===== src/rtl/mem_access_stage.sv =====
// MEM stage: passes ALU ops through combinationally and runs loads/stores
// on a req/ack data bus, freezing the pipeline until the access completes.
module mem_access_stage #(
    parameter int TIMEOUT = 15
) (
    input  logic       clk,
    input  logic       reset,
    input  logic       valid_in,
    input  logic       mem_read_in,
    input  logic       mem_write_in,
    input  logic       reg_write_in,
    input  logic       mem_to_reg_in,
    input  logic [7:0] alu_result_in,
    input  logic [7:0] store_data_in,
    input  logic [2:0] rd_in,
    output logic       bus_req,
    output logic       bus_we,
    output logic [7:0] bus_addr,
    output logic [7:0] bus_wdata,
    input  logic [7:0] bus_rdata,
    input  logic       bus_ack,
    output logic [7:0] mem_data_out,
    output logic [7:0] alu_result_out,
    output logic [2:0] rd_out,
    output logic       reg_write_out,
    output logic       mem_to_reg_out,
    output logic       stall_out,
    output logic       bus_error
);

    localparam int CW = $clog2(TIMEOUT + 1);

    typedef enum logic [1:0] {IDLE, ACCESS, DONE} state_t;

    state_t state, next_state;

    logic [CW-1:0] wait_cnt;
    logic [7:0]    addr_q;
    logic [7:0]    wdata_q;
    logic [7:0]    rdata_q;
    logic [2:0]    rd_q;
    logic          reg_write_q;
    logic          mem_to_reg_q;
    logic          we_q;
    logic          err_q;
    logic          mem_op;
    logic          timeout_hit;

    assign mem_op      = valid_in & (mem_read_in | mem_write_in);
    assign timeout_hit = (wait_cnt == CW'(TIMEOUT - 1));
    assign bus_addr    = addr_q;
    assign bus_wdata   = wdata_q;

    always_ff @(posedge clk or posedge reset) begin
        if (reset) state <= IDLE;
        else       state <= next_state;
    end

    always_comb begin
        next_state     = state;
        stall_out      = 1'b0;
        reg_write_out  = 1'b0;
        alu_result_out = 8'h00;
        rd_out         = 3'd0;
        mem_to_reg_out = 1'b0;
        mem_data_out   = 8'h00;
        bus_error      = 1'b0;
        unique case (state)
            IDLE: begin
                alu_result_out = alu_result_in;
                rd_out         = rd_in;
                mem_to_reg_out = mem_to_reg_in;
                if (mem_op) begin
                    stall_out  = 1'b1;
                    next_state = ACCESS;
                end else begin
                    reg_write_out = reg_write_in & valid_in;
                end
            end
            ACCESS: begin
                stall_out      = 1'b1;
                alu_result_out = addr_q;
                rd_out         = rd_q;
                mem_to_reg_out = mem_to_reg_q;
                if (bus_ack || timeout_hit) next_state = DONE;
            end
            DONE: begin
                alu_result_out = addr_q;
                rd_out         = rd_q;
                mem_to_reg_out = mem_to_reg_q;
                mem_data_out   = rdata_q;
                reg_write_out  = reg_write_q & ~err_q;
                bus_error      = err_q;
                next_state     = IDLE;
            end
            default: next_state = IDLE;
        endcase
        // Pass-through paths are combinational, so reset must mask them too.
        if (reset) begin
            next_state     = IDLE;
            stall_out      = 1'b0;
            reg_write_out  = 1'b0;
            alu_result_out = 8'h00;
            rd_out         = 3'd0;
            mem_to_reg_out = 1'b0;
            mem_data_out   = 8'h00;
            bus_error      = 1'b0;
        end
    end

    always_ff @(posedge clk or posedge reset) begin
        if (reset) begin
            bus_req      <= 1'b0;
            bus_we       <= 1'b0;
            addr_q       <= 8'h00;
            wdata_q      <= 8'h00;
            rdata_q      <= 8'h00;
            rd_q         <= 3'd0;
            reg_write_q  <= 1'b0;
            mem_to_reg_q <= 1'b0;
            we_q         <= 1'b0;
            err_q        <= 1'b0;
            wait_cnt     <= '0;
        end else begin
            unique case (state)
                IDLE: begin
                    if (mem_op) begin
                        addr_q       <= alu_result_in;
                        wdata_q      <= store_data_in;
                        rd_q         <= rd_in;
                        reg_write_q  <= reg_write_in;
                        mem_to_reg_q <= mem_to_reg_in;
                        we_q         <= mem_write_in;
                        bus_req      <= 1'b1;
                        bus_we       <= mem_write_in;
                        rdata_q      <= 8'h00;
                        err_q        <= 1'b0;
                        wait_cnt     <= '0;
                    end
                end
                ACCESS: begin
                    if (wait_cnt != CW'(TIMEOUT)) wait_cnt <= wait_cnt + CW'(1);
                    if (bus_ack) begin
                        bus_req <= 1'b0;
                        bus_we  <= 1'b0;
                        rdata_q <= we_q ? 8'h00 : bus_rdata;
                    end else if (timeout_hit) begin
                        bus_req <= 1'b0;
                        bus_we  <= 1'b0;
                        rdata_q <= 8'hFF;
                        err_q   <= 1'b1;
                    end
                end
                DONE: begin
                end
                default: begin
                end
            endcase
        end
    end

endmodule


===== config.mk =====
export PLATFORM = sky130hd
export DESIGN_NAME = mem_access_stage
export DESIGN_NICKNAME = d
export VERILOG_FILES = /design/src/rtl/mem_access_stage.sv
export SDC_FILE = /design/constraint.sdc
export NUM_CORES = 1
export LEC_CHECK = 0
export BUFFER_PORTS_ARGS = -buffer_cell sky130_fd_sc_hd__buf_2
export CORE_MARGIN = 2
export CORE_UTILIZATION = 50
export CTS_BUF_LIST = sky130_fd_sc_hd__clkbuf_4 sky130_fd_sc_hd__clkbuf_8
export DETAILED_ROUTE_END_ITERATION = 8
export MAX_ROUTING_LAYER = met4
export PLACE_DENSITY = 0.79
export SYNTH_ARGS = -nofsm -noshare
export SYNTH_HDL_FRONTEND = slang
export SYNTH_SLANG_ARGS = --single-unit

===== constraint.sdc =====
create_clock -name clk -period 2.1 [get_ports clk]
set_input_delay 0.315 -clock clk [delete_from_list [all_inputs] [get_ports clk]]
set_output_delay 0.315 -clock clk [all_outputs]
set_load 0.05 [all_outputs]

Word-level counts from Yosys, hierarchy flattened
Cells that the tools add are included.

Input bits: 35. Output and inout port bits: 41. Bits in registers: 39.

Reduce and logical (&&, ||, !) cells: 9. $add $sub $neg: 1. Equality and inequality tests: 11. Bitwise gates (word level): 5. Mux-type cells: 38.

Operators by type and width (count): 2-to-1 mux 8 bit (7); case mux 8 bit (2 select lines) (2); 2-to-1 mux 1 bit (14); case mux 1 bit (2 select lines) (6); inequality test 3 bit (second input constant) (3); 2-to-1 mux 4 bit (2); inequality test 2 bit (second input constant) (4); case mux 4 bit (2 select lines) (1); 2-to-1 mux 2 bit (3); case mux 3 bit (2 select lines) (1); AND reduction 3 bit (2); adder 4 x 1 -> 4 bit (second input constant) (1); == test 4 bit (second input constant) (1); inequality test 4 bit (second input constant) (1); case mux 2 bit (2 select lines) (1); AND reduction 2 bit (2); AND reduction 4 bit (1); bitwise AND 1 bit (3); 2-to-1 mux 3 bit (1); == test 2 x 1 -> 1 bit (second input constant) (1); == test 2 bit (second input constant) (1); logical NOT 2 bit (1); nonzero test 2 bit (1); OR reduction 2 bit (1); other kinds (3) (3).

Depth between registers and ports, before layout
Gate-level depths: netlist of run 1.

Depth after elaboration: 5. Depth in mapped cells: 7.

Worst setup path before layout of run 1
No wires, ideal clock.

Kind: register to output. Start point: register state[0]. End point: output port stall_out. Setup slack: -185 ps. Path buffers: 2. Arrival: 1970 ps. Cell stages (with the launch flop): 7. Path through: dfrtp_1 -> inv_1 -> ha_1 -> o211ai_2 -> buf_4 -> buf_2 -> a21oi_1.

Cells in the longest elaborated chain, start to end: 3.

Ends and longest elaborated chain: start, declared (line 35) `state_t state, next_state;`; start signal, assigned (line 56) `else state <= next_state;`; == test 2 x 1 -> 1 bit or logical NOT 2 bit (tied branches) (line 68) `unique case (state)`; case mux 1 bit (2 select lines) (*) (line 68); 2-to-1 mux 1 bit (*) (line 99) `if (reset) begin`; end, declared (line 27) `output logic stall_out,`.

Mark *: on every way between the ends. The rest lies on a longest branch, timed or not.

Final worst setup path of run 1
Start point: register state[0]. End point: output port reg_write_out.

Cells in the longest elaborated chain, start to end: 3.

Ends and longest elaborated chain: == test 2 bit or logical NOT 2 bit (tied branches) (line 68); case mux 1 bit (2 select lines) (*) (line 68); 2-to-1 mux 1 bit (*) (line 99); end, declared (line 25) `output logic reg_write_out,`.

Marks and branches as above.

==> metrics.txt, run 1 <==
# TYPE chip_impl_metric gauge
chip_impl_info{name="synthMostInstantiatedCell",value="sky130_fd_sc_hd__nand2_1"} 1
chip_impl_info{name="crit_path_top_delay_cell",value="sky130_fd_sc_hd__dfrtp_1"} 1
chip_impl_metric{name="setup-tns-final",unit="ns"} 0
chip_impl_metric{name="dr_total_vias",unit=""} 1907
chip_impl_metric{name="htreeDepth",unit=""} 2
chip_impl_metric{name="avgSynthCellArea",unit="um2"} 8.69
chip_impl_info{name="synth.area.top_cells",value="sky130_fd_sc_hd__dfrtp_1 (48%), sky130_fd_sc_hd__nand2_1 (13%), sky130_fd_sc_hd__a22oi_1 (4.8%)"} 1
chip_impl_metric{name="dieArea",unit="mm2"} 0.00459
chip_impl_info{name="worst_setup_path_end_kind",value="output port"} 1
chip_impl_metric{name="placed_cell_area",unit="mm2"} 0.00253
chip_impl_metric{name="port_buffers",unit=""} 75
chip_impl_metric{name="track_usage",unit="%"} 22.5
chip_impl_metric{name="place.detailed.hpwl",unit="um"} 3410
chip_impl_metric{name="num_io_pins",unit=""} 76
chip_impl_metric{name="cellPowerDensity",unit="mW/mm2"} 1530
chip_impl_metric{name="cp_data_arrival_time",unit="ns"} 1.72
chip_impl_info{name="run_status",value="complete, no violations"} 1
chip_impl_metric{name="report.final.slew_viol_count",unit=""} 0
chip_impl_metric{name="critical_path_peak_fanout",unit=""} 10
chip_impl_metric{name="initial_core_util",unit="%"} 51.2
chip_impl_metric{name="synthesis_to_layout_area_growth",unit="%"} 33.5
chip_impl_metric{name="worst_clock_skew",unit="ns"} 0.00446
chip_impl_metric{name="max-clock-path-buffers",unit=""} 2
chip_impl_metric{name="clock_sinks",unit=""} 39
chip_impl_metric{name="seq_area",unit="um2"} 976
chip_impl_metric{name="detail_route.wl_per_cell",unit="um"} 12.9
chip_impl_metric{name="hold_viol_final",unit=""} 0
chip_impl_metric{name="depth_of_the_worst_register_to_register_path",unit=""} 6
chip_impl_info{name="synthDominantAreaCellType",value="sky130_fd_sc_hd__dfrtp_1"} 1
chip_impl_metric{name="wirelength",unit="um"} 4720
chip_impl_metric{name="grt_max_degree",unit=""} 26
chip_impl_metric{name="synth.cell_area",unit="mm2"} 0.00203
chip_impl_info{name="critical-path-top-cell-by-count",value="sky130_fd_sc_hd__buf_4"} 1
chip_impl_metric{name="clk-insertion-delay-late",unit="ns"} 0.29
chip_impl_metric{name="fin_crit",unit="ns"} 2.03
chip_impl_metric{name="timing.max_slew.rel_slack",unit="%"} 72.0
chip_impl_metric{name="mappedNetlistNets",unit=""} 276
chip_impl_metric{name="worst_tran_pin_value",unit="ns"} 0.419
chip_impl_info{name="critical_register_to_register_path_startpoint",value="state[0]"} 1
chip_impl_metric{name="cts_buffer_count",unit=""} 5
chip_impl_info{name="top_reg_cell_synth",value="sky130_fd_sc_hd__dfrtp_1"} 1
chip_impl_metric{name="drt-initial-drc-count",unit=""} 94
chip_impl_metric{name="synth_edf_count",unit=""} 0
chip_impl_info{name="synth_top_family_by_area",value="simple AND/OR/NAND/NOR gates"} 1
chip_impl_metric{name="worst_setup_hold_path_clk_slew",unit="ns"} 0.07
chip_impl_metric{name="synthMuxAreaShare",unit="%"} 3.08
chip_impl_info{name="worstHoldPathType",value="input port to async pin"} 1
chip_impl_metric{name="synth_warnings",unit=""} 0
chip_impl_metric{name="synthSimpleGateAreaFrac",unit="%"} 21.2
chip_impl_metric{name="grt_antenna_before_repair",unit=""} 0
chip_impl_metric{name="synth_async_sr_flop_share",unit="%"} 100
chip_impl_metric{name="die_x",unit="um"} 67.8
chip_impl_metric{name="synthXorXnorAreaFrac",unit="%"} 0
chip_impl_metric{name="vias_per_cell",unit=""} 5.20
chip_impl_metric{name="achievable-frequency",unit="MHz"} 492
chip_impl_info{name="crit_path_cell_trace",value="inv_2, ha_4, buf_4, nand4_1, a21oi_2, buf_4"} 1
chip_impl_metric{name="synth.top_cell.area_share",unit="%"} 48.0
chip_impl_info{name="worstReg2RegEnd",value="state[0]"} 1
chip_impl_metric{name="via_count_of_the_first_global_routing_pass",unit=""} 1636
chip_impl_metric{name="setup_viol",unit=""} 0
chip_impl_metric{name="grt_first_pass_wirelength",unit="um"} 7450
chip_impl_metric{name="finish.net_count",unit=""} 358
chip_impl_info{name="cts.root.buffer_cell",value="sky130_fd_sc_hd__clkbuf_8"} 1
chip_impl_info{name="criticalPathCategory",value="register to output port"} 1
chip_impl_metric{name="power.ir.vdd_worst",unit="mV"} 1.02
chip_impl_metric{name="cts_hold_repair.buffers",unit=""} 0
chip_impl_metric{name="reg2reg_slack",unit="ns"} 0.31
chip_impl_metric{name="synth_compound_area_share",unit="%"} 17.0
chip_impl_metric{name="synthAdderAreaFrac",unit="%"} 4.31
chip_impl_metric{name="netlist-cell-type-count",unit=""} 29
chip_impl_metric{name="filler_cell_count",unit=""} 298
chip_impl_info{name="tritoncts",value="done"} 1
chip_impl_metric{name="cp.required",unit="ns"} 1.78
chip_impl_metric{name="layout-drive-gt1-share",unit="%"} 36.9
chip_impl_metric{name="final_core_utilization",unit="%"} 68.4
chip_impl_metric{name="drt_first_pass_iters",unit=""} 4
chip_impl_metric{name="core_region_area",unit="mm2"} 0.00397
chip_impl_metric{name="crit_path_max_incr_delay",unit="ns"} 0.43
chip_impl_metric{name="final_std_cell_area_no_fill",unit="mm2"} 0.00272
chip_impl_metric{name="final_min_period_over_clock_period",unit="%"} 96.8
chip_impl_metric{name="globalRouteOverflowTotal",unit=""} 0
chip_impl_info{name="netlist_top_cells_count",value="sky130_fd_sc_hd__nand2_1 (68), sky130_fd_sc_hd__dfrtp_1 (39), sky130_fd_sc_hd__inv_1 (19), sky130_fd_sc_hd__nor2_1 (15), sky130_fd_sc_hd__a22oi_1 (13)"} 1
chip_impl_info{name="critPathTopFamily",value="buffers and inverters"} 1
chip_impl_metric{name="number_of_synthesized_register_bits",unit=""} 39
chip_impl_metric{name="die_height",unit="um"} 67.8
chip_impl_metric{name="antenna_cells_inserted",unit=""} 0
chip_impl_metric{name="antenna_left",unit=""} 0
chip_impl_metric{name="drcViolationCount",unit=""} 0
chip_impl_metric{name="post_synth_inst_count",unit=""} 234
chip_impl_metric{name="gp_routability_congestion",unit=""} 0.818
chip_impl_metric{name="multi_input_comb_area",unit="mm2"} 0.00100
chip_impl_info{name="setup.worst_path.start_class",value="register"} 1
chip_impl_metric{name="leakagePower",unit="nW"} 1.46
chip_impl_metric{name="drv.max_cap_violation_count",unit=""} 0
chip_impl_metric{name="rows",unit=""} 23
chip_impl_metric{name="yosysSeqAreaShare",unit="%"} 48.0
chip_impl_metric{name="critical_path_buf_inv_count",unit=""} 3
[kinds of logic (layout without fill, tap and decap cells)]
| family | after synthesis | in the layout |
|---|---|---|
| and+or+nand+nor | 103 | 103 |
| DFF | 39 | 39 |
| AOI/OAI and AO/OA | 48 | 48 |
| buffers and inverters | 31 | 114 |
| adders and majority gates | 7 | 7 |
| muxes | 6 | 6 |
[worst reg2reg max path, cell delays in order, from the launching register on]
cell,delay [ns]
sky130_fd_sc_hd__dfrtp_1,0.43
sky130_fd_sc_hd__inv_2,0.15
sky130_fd_sc_hd__ha_4,0.18
sky130_fd_sc_hd__o211ai_4,0.14
sky130_fd_sc_hd__a22oi_1,0.42
sky130_fd_sc_hd__buf_4,0.22
sky130_fd_sc_hd__mux2i_1,0.19
[report_power, final]
part	switching (W)	total (W)	internal [W]
Sequential	0.000213	0.00126	0.00105
Clock	0.000243	0.000502	0.000259
Combinational	0.00167	0.00239	0.000720
[worst max path at each step]
stage	startpoint	endpoint	slack, ns	cells past startpoint
6_report	state[0]	reg_write_out	0.07	6
5_1_grt	state[0]	bus_error	-0.004	6
4_1_cts	state[0]	stall_out	0.01	5
3_5_place_dp	state[0]	state[0]	0.15	6
3_3_place_gp	state[0]	state[1]	0.23	6
2_1_floorplan	state[0]	alu_result_out[7]	-0.03	5
[final cells by class]
class / instances / area share, %
sequential: 39 / 35.9
multi-input combinational: 164 / 36.9
clock inverter: 1 / 0.184
timing repair buffer: 87 / 19.0
inverter: 19 / 2.63
tap: 50 / 2.30
clock buffer: 7 / 3.09
[metrics by stage]
step	total power, W	instances	hold WS, ns	setup slack, ns
2_1_floorplan	0.00299	234	0.420	-0.0283
3_3_place_gp	0.00351	359	0.356	0.227
3_5_place_dp	0.00356	359	0.362	0.149
4_1_cts	0.00408	367	0.0488	0.0133
5_1_grt	0.00443	367	0.0844	-0.00449
6_report	0.00415	367	0.0524	0.0675
[cells in the final DEF (no fill, tap or decap), types with 3 or more instances in the layout]
| cell | instances |
|---|---|
| sky130_fd_sc_hd__and2_1 | 9 |
| sky130_fd_sc_hd__ha_1 | 4 |
| sky130_fd_sc_hd__clkbuf_8 | 5 |
| sky130_fd_sc_hd__mux2i_1 | 4 |
| sky130_fd_sc_hd__dfrtp_1 | 39 |
| sky130_fd_sc_hd__nand3_1 | 3 |
| sky130_fd_sc_hd__nand2_1 | 68 |
| sky130_fd_sc_hd__a21oi_1 | 4 |
| sky130_fd_sc_hd__nor2b_1 | 3 |
| sky130_fd_sc_hd__buf_4 | 16 |
| sky130_fd_sc_hd__o21ai_0 | 12 |
| sky130_fd_sc_hd__clkbuf_4 | 18 |
| sky130_fd_sc_hd__a22oi_1 | 13 |
| sky130_fd_sc_hd__inv_1 | 17 |
| sky130_fd_sc_hd__a32o_1 | 8 |
| sky130_fd_sc_hd__buf_2 | 55 |
| sky130_fd_sc_hd__nor2_2 | 11 |
| sky130_fd_sc_hd__nor2_1 | 4 |
[per-layer routing]
layer  share of wire (%)  track usage (%)  up-vias  routed length, um
met5                   0                -        -                  0
met4                 1.1             8.25        0                 53
met3                 6.9             6.00        7                327
met2                  46             33.3       82               2180
met1                  46             29.8      870               2160
li1                    -                -      948                  -
[registers in the layout, summed over array words and instances (netlist names)]
signal and flops:
mem_to_reg_q 1, bus_we 1, wait_cnt 4, bus_req 1, reg_write_q 1, we_q 1
state 2, rd_q 3, rdata_q 8, bus_addr 8, bus_wdata 8, err_q 1
[repair_timing]
item | in CTS | in global routing
hold endpoints to repair | 0 | 0
resized for setup | 3 | 30
setup endpoints to repair | 14 | 31
setup buffers | 0 | 0
(Power assumes the default switching activity.)
==> inputs of run 2 (changes only) <==
RECOVER_POWER = 50   (was default)
==> metrics.txt, run 2 (synthesis gave the netlist of run 1 again) <==
# TYPE chip_impl_metric gauge
chip_impl_metric{name="timing.max_slew.rel_slack",unit="%"} 59.6
chip_impl_metric{name="wl_met1",unit="um"} 2160
chip_impl_metric{name="globalRouteOverflowTotal",unit=""} 0
chip_impl_metric{name="cp_data_arrival_time",unit="ns"} 1.72
chip_impl_info{name="critical_path.startpoint",value="state[0]"} 1
chip_impl_metric{name="final_core_utilization",unit="%"} 67.6
chip_impl_info{name="tritoncts",value="done"} 1
chip_impl_info{name="route.top_layer_used",value="met4"} 1
chip_impl_metric{name="critical_path_buf_inv_count",unit=""} 3
chip_impl_info{name="mostFrequentLayoutCells",value="sky130_fd_sc_hd__nand2_1 (68), sky130_fd_sc_hd__dfrtp_1 (39), sky130_fd_sc_hd__buf_2 (36)"} 1
chip_impl_metric{name="cp.required",unit="ns"} 1.78
chip_impl_metric{name="htreeDepth",unit=""} 2
chip_impl_metric{name="worst_tran_pin_value",unit="ns"} 0.606
chip_impl_metric{name="rows",unit=""} 23
chip_impl_metric{name="finish.net_count",unit=""} 358
chip_impl_metric{name="drt_first_pass_iters",unit=""} 4
chip_impl_metric{name="grt_antenna_before_repair",unit=""} 0
chip_impl_metric{name="synthesis_to_layout_area_growth",unit="%"} 32.0
chip_impl_metric{name="cts_hold_repair.buffers",unit=""} 0
chip_impl_metric{name="final_min_period_over_clock_period",unit="%"} 96.8
chip_impl_metric{name="fin_crit",unit="ns"} 2.03
chip_impl_metric{name="placedCellCount",unit=""} 359
chip_impl_metric{name="hold_viol_final",unit=""} 0
chip_impl_info{name="crit_path_cell_trace",value="inv_2, ha_4, buf_4, nand4_1, a21oi_2, buf_4"} 1
chip_impl_metric{name="layout-drive-gt1-share",unit="%"} 30.6
chip_impl_metric{name="clk-insertion-delay-late",unit="ns"} 0.29
chip_impl_metric{name="worst_clock_skew",unit="ns"} 0.00365
chip_impl_metric{name="initial_core_util",unit="%"} 51.2
chip_impl_metric{name="detail_route.wl_per_cell",unit="um"} 12.8
chip_impl_metric{name="power.ir.vdd_worst",unit="mV"} 0.998
chip_impl_metric{name="clock_sinks",unit=""} 39
chip_impl_metric{name="worst_setup_hold_path_clk_slew",unit="ns"} 0.07
chip_impl_metric{name="max-clock-path-buffers",unit=""} 2
chip_impl_info{name="crit_path_top_delay_cell",value="sky130_fd_sc_hd__dfrtp_1"} 1
chip_impl_metric{name="drv.max_cap_violation_count",unit=""} 0
chip_impl_metric{name="dr_total_vias",unit=""} 1887
chip_impl_info{name="criticalPathCategory",value="register to output port"} 1
chip_impl_metric{name="vias_per_cell",unit=""} 5.14
chip_impl_metric{name="met3WireLength",unit="um"} 291
chip_impl_metric{name="post-cts-setup-buffer-count",unit=""} 0
chip_impl_info{name="run_status",value="complete, no violations"} 1
chip_impl_metric{name="gp_routability_congestion",unit=""} 0.818
chip_impl_metric{name="cts_buffer_count",unit=""} 5
chip_impl_metric{name="grt_first_pass_wirelength",unit="um"} 7450
chip_impl_metric{name="port_buffers",unit=""} 75
chip_impl_info{name="worst_setup_path_end_kind",value="output port"} 1
chip_impl_metric{name="dieArea",unit="mm2"} 0.00459
chip_impl_metric{name="finalNonFillerCells",unit=""} 367
chip_impl_metric{name="setup_viol",unit=""} 0
chip_impl_info{name="worstHoldPathType",value="input port to async pin"} 1
chip_impl_info{name="critPathTopFamily",value="buffers and inverters"} 1
chip_impl_info{name="mostFrequentLayoutCell",value="sky130_fd_sc_hd__nand2_1"} 1
chip_impl_metric{name="leakagePower",unit="nW"} 1.40
chip_impl_metric{name="crit_path_max_incr_delay",unit="ns"} 0.43
chip_impl_metric{name="critical_path_peak_fanout",unit=""} 10
chip_impl_metric{name="report.final.slew_viol_count",unit=""} 0
chip_impl_info{name="setup.worst_path.start_class",value="register"} 1
chip_impl_info{name="critical-path-top-cell-by-count",value="sky130_fd_sc_hd__buf_4"} 1
chip_impl_info{name="critical_register_to_register_path_startpoint",value="state[0]"} 1
chip_impl_metric{name="wirelength",unit="um"} 4690
chip_impl_metric{name="drt-initial-drc-count",unit=""} 92
chip_impl_metric{name="cellPowerDensity",unit="mW/mm2"} 1530
chip_impl_info{name="cts.root.buffer_cell",value="sky130_fd_sc_hd__clkbuf_8"} 1
chip_impl_metric{name="antenna_cells_inserted",unit=""} 0
chip_impl_metric{name="drcViolationCount",unit=""} 0
chip_impl_metric{name="antenna_left",unit=""} 0
chip_impl_metric{name="place.detailed.hpwl",unit="um"} 3410
chip_impl_metric{name="via_count_of_the_first_global_routing_pass",unit=""} 1636
chip_impl_metric{name="die_x",unit="um"} 67.8
chip_impl_metric{name="routed-wl-met2",unit="um"} 2180
chip_impl_metric{name="num_io_pins",unit=""} 76
chip_impl_metric{name="grt_max_degree",unit=""} 26
chip_impl_metric{name="core_region_area",unit="mm2"} 0.00397
chip_impl_metric{name="track_usage",unit="%"} 22.5
chip_impl_metric{name="die_height",unit="um"} 67.8
chip_impl_metric{name="achievable-frequency",unit="MHz"} 492
## run 2: final timing paths
path                                 end  slack, ns  cells after the start
max                        reg_write_out       0.07                      6
min                          bus_addr[7]       0.09                      2
max reg2reg                     state[0]       0.30                      6
min reg2reg                 bus_wdata[5]       0.48                      2
max in group asynchronous     rdata_q[1]       1.10                      3
min in group clk            bus_wdata[1]       0.21                      3
## run 2: layer usage
layer	up-vias	track usage [%]
met5	-	-
met4	0	8.25
met3	7	6.00
met2	68	33.3
met1	864	29.8
li1	948	-
## run 2: through the flow
step	hold slack, ns	total power (W)	cell area [um2]	worst slack, ns	setup TNS [ns]
2_1_floorplan	0.420	0.00299	2070	-0.0283	-0.0283
3_3_place_gp	0.356	0.00351	2530	0.227	0
3_5_place_dp	0.362	0.00356	2530	0.149	0
4_1_cts	0.0488	0.00408	2630	0.0133	0
5_1_grt	0.128	0.00438	2690	-0.00524	-0.00524
6_report	0.0915	0.00410	2690	0.0680	0
## run 2: where the power goes
part           internal (W)  total, W  switching (W)
logic              0.000668   0.00233        0.00166
registers           0.00105   0.00127       0.000218
clock network      0.000259  0.000500       0.000241
total               0.00198   0.00410        0.00212
## run 2: what timing repair did
item,CTS,global route
gates resized for setup,3,30
cloned,0,0
setup endpoints to repair,14,31
hold endpoints to repair,0,0
## run 2: final cells by class
class	instances	area [um2]
tap	50	62.6
timing repair buffer	87	485
inverter	19	71.3
sequential	39	976
clock inverter	1	5.00
clock buffer	7	83.8
multi-input combinational	164	1000
fill	313	1290
## run 2: worst register-to-register path: cells and delay by family, from the launching register on
family / cells / cell delay [ns]
fa+ha+maj: 1 / 0.18
compound gates: 2 / 0.56
mux: 1 / 0.19
flops: 1 / 0.43
buf+inv: 2 / 0.37
==> inputs of run 3 (changes only) <==
==> constraint.sdc (replaced) <==
create_clock -name clk -period 2.1 [get_ports clk]
set_input_delay 0.315 -clock clk [delete_from_list [all_inputs] [get_ports clk]]
set_output_delay 0.315 -clock clk [all_outputs]
set_load 0.02 [all_outputs]
==> metrics.txt, run 3 (synthesis gave the netlist of run 1 again) <==
# TYPE chip_impl_metric gauge
chip_impl_info{name="run_status",value="complete, no violations"} 1
chip_impl_metric{name="num_io_pins",unit=""} 76
chip_impl_metric{name="cts_buffer_count",unit=""} 5
chip_impl_metric{name="crit_path_max_incr_delay",unit="ns"} 0.48
chip_impl_metric{name="synthesis_to_layout_area_growth",unit="%"} 29.0
chip_impl_metric{name="dr_total_vias",unit=""} 1930
chip_impl_metric{name="leakagePower",unit="nW"} 1.41
chip_impl_metric{name="layout-drive-gt1-share",unit="%"} 26.1
chip_impl_metric{name="max-clock-path-buffers",unit=""} 2
chip_impl_metric{name="cellPowerDensity",unit="mW/mm2"} 1410
chip_impl_info{name="cts.root.buffer_cell",value="sky130_fd_sc_hd__clkbuf_8"} 1
chip_impl_info{name="critPathTopFamily",value="adder cells"} 1
chip_impl_metric{name="antenna_left",unit=""} 0
chip_impl_info{name="crit_path_top_delay_cell",value="sky130_fd_sc_hd__ha_2"} 1
chip_impl_metric{name="dieArea",unit="mm2"} 0.00459
chip_impl_metric{name="htreeDepth",unit=""} 2
chip_impl_metric{name="detail_route.wl_per_cell",unit="um"} 12.9
chip_impl_metric{name="critical_path_buf_inv_count",unit=""} 2
chip_impl_metric{name="port_buffers",unit=""} 75
chip_impl_metric{name="wirelength",unit="um"} 4760
chip_impl_metric{name="drv.max_cap_violation_count",unit=""} 0
chip_impl_metric{name="post-cts-setup-buffer-count",unit=""} 0
chip_impl_metric{name="cp_data_arrival_time",unit="ns"} 1.67
chip_impl_metric{name="worst_setup_hold_path_clk_slew",unit="ns"} 0.08
chip_impl_info{name="criticalPathCategory",value="register to output port"} 1
chip_impl_metric{name="worst_clock_skew",unit="ns"} 0.00724
chip_impl_metric{name="fin_total_pwr",unit="W"} 0.00369
chip_impl_metric{name="drt_first_pass_iters",unit=""} 5
chip_impl_metric{name="clock_sinks",unit=""} 39
chip_impl_metric{name="worst_tran_pin_value",unit="ns"} 0.866
chip_impl_info{name="mostFrequentLayoutCell",value="sky130_fd_sc_hd__nand2_1"} 1
chip_impl_metric{name="initial_core_util",unit="%"} 51.2
chip_impl_metric{name="finish.net_count",unit=""} 359
chip_impl_info{name="worst_setup_path_end_kind",value="output port"} 1
chip_impl_metric{name="grt_max_degree",unit=""} 18
chip_impl_metric{name="drt-initial-drc-count",unit=""} 129
chip_impl_info{name="rsz0062_at_grt",value="no"} 1
chip_impl_metric{name="report.final.slew_viol_count",unit=""} 0
chip_impl_metric{name="vias_per_cell",unit=""} 5.24
chip_impl_metric{name="critical_path_peak_fanout",unit=""} 12
chip_impl_info{name="tritoncts",value="done"} 1
chip_impl_metric{name="via_count_of_the_first_global_routing_pass",unit=""} 1761
chip_impl_info{name="mostFrequentLayoutCells",value="sky130_fd_sc_hd__nand2_1 (68), sky130_fd_sc_hd__buf_2 (55), sky130_fd_sc_hd__dfrtp_1 (39)"} 1
chip_impl_metric{name="grt_antenna_before_repair",unit=""} 0
chip_impl_metric{name="final_min_period_over_clock_period",unit="%"} 94.4
chip_impl_info{name="crit_path_cell_trace",value="inv_2, ha_2, a22oi_1, nor2_1, buf_2"} 1
chip_impl_metric{name="drcViolationCount",unit=""} 0
chip_impl_metric{name="rows",unit=""} 23
chip_impl_metric{name="gp_routability_congestion",unit=""} 0.812
chip_impl_metric{name="globalRouteOverflowTotal",unit=""} 0
chip_impl_metric{name="grt_first_pass_wirelength",unit="um"} 7780
chip_impl_metric{name="cp.required",unit="ns"} 1.78
chip_impl_metric{name="antenna_cells_inserted",unit=""} 0
chip_impl_metric{name="achievable-frequency",unit="MHz"} 505
chip_impl_info{name="setup.worst_path.start_class",value="register"} 1
chip_impl_metric{name="clk-insertion-delay-late",unit="ns"} 0.29
chip_impl_metric{name="power.ir.vdd_worst",unit="mV"} 0.707
chip_impl_metric{name="track_usage",unit="%"} 23.1
chip_impl_metric{name="setup_viol",unit=""} 0
chip_impl_metric{name="timing.max_slew.rel_slack",unit="%"} 42.3
chip_impl_metric{name="place.detailed.hpwl",unit="um"} 3490
chip_impl_metric{name="die_x",unit="um"} 67.8
chip_impl_metric{name="hold_viol_final",unit=""} 0
chip_impl_info{name="worstHoldPathType",value="input port to async pin"} 1
chip_impl_metric{name="die_height",unit="um"} 67.8
chip_impl_metric{name="fin_crit",unit="ns"} 1.98
chip_impl_metric{name="setup-tns-final",unit="ns"} 0
chip_impl_metric{name="core_region_area",unit="mm2"} 0.00397
==> run 3: changes by cell type in the layout (fill, tap and decap cells not counted), sizes merged <==
cell	previous run	this run
clkbuf	44	28
buf	50	66
bufinv	0	2
inv	19	18
==> run 3: cell type report <==
class	instances	area, um2
clock buffer	6	76.3
clock inverter	2	60.1
fill	351	1350
inverter	19	71.3
multi-input combinational	164	935
sequential	39	976
tap	50	62.6
timing repair buffer	88	444
==> run 3: per-stage QoR <==
step | cells | cell area, um2 | setup slack [ns] | util (%) | hold WS [ns]
after floorplan | 234 | 2030 | 0.231 | - | 0.420
after global placement | 360 | 2510 | 0.346 | 63.2 | 0.348
after detailed placement | 360 | 2510 | 0.282 | 63.2 | 0.359
after CTS | 368 | 2650 | 0.0384 | 66.8 | 0.0449
after global routing | 368 | 2630 | 0.00570 | 66.1 | 0.119
final | 368 | 2630 | 0.118 | 66.1 | 0.0813
==> run 3: worst register-to-register path: cells and delay by family, from the launching register on <==
| family | cells | cell delay [ns] |
|---|---|---|
| compound gates | 3 | 0.62 |
| fa+ha+maj | 1 | 0.21 |
| buf+inv | 3 | 0.57 |
| flops | 1 | 0.42 |
==> run 3: worst paths after layout <==
kind	start	to	slack (ns)	cells after the start
setup / recovery	state[1]	rd_out[1]	0.12	5
hold / removal	reset	rd_q[1]	0.08	2
setup reg to reg	state[0]	wait_cnt[2]	0.18	7
hold reg to reg	bus_wdata[2]	bus_wdata[2]	0.48	2
max in group asynchronous	reset	wait_cnt[0]	0.92	3
min in group clk	store_data_in[1]	bus_wdata[1]	0.21	3
==> run 3: timing repair <==
item | 4_1_cts | 5_1_grt
hold buffers | 0 | 0
endpoints found under the setup margin | 11 | 6
gates resized for setup | 2 | 5
gates cloned | 0 | 0
==> run 3: report_power, final <==
group	internal [W]	leakage [nW]	switching, W	total, W
sequential	0.00105	0.493	0.000218	0.00127
clock	0.000488	0.0688	0.000268	0.000756
combinational	0.000614	0.852	0.00105	0.00167
==> run 3: layer usage <==
layer	wire, um	GRT usage, %	up-vias
met5	0	-	-
li1	-	-	944
met2	2280	37.7	71
met1	2110	29.6	910
met4	41	5.50	0
met3	329	4.83	5
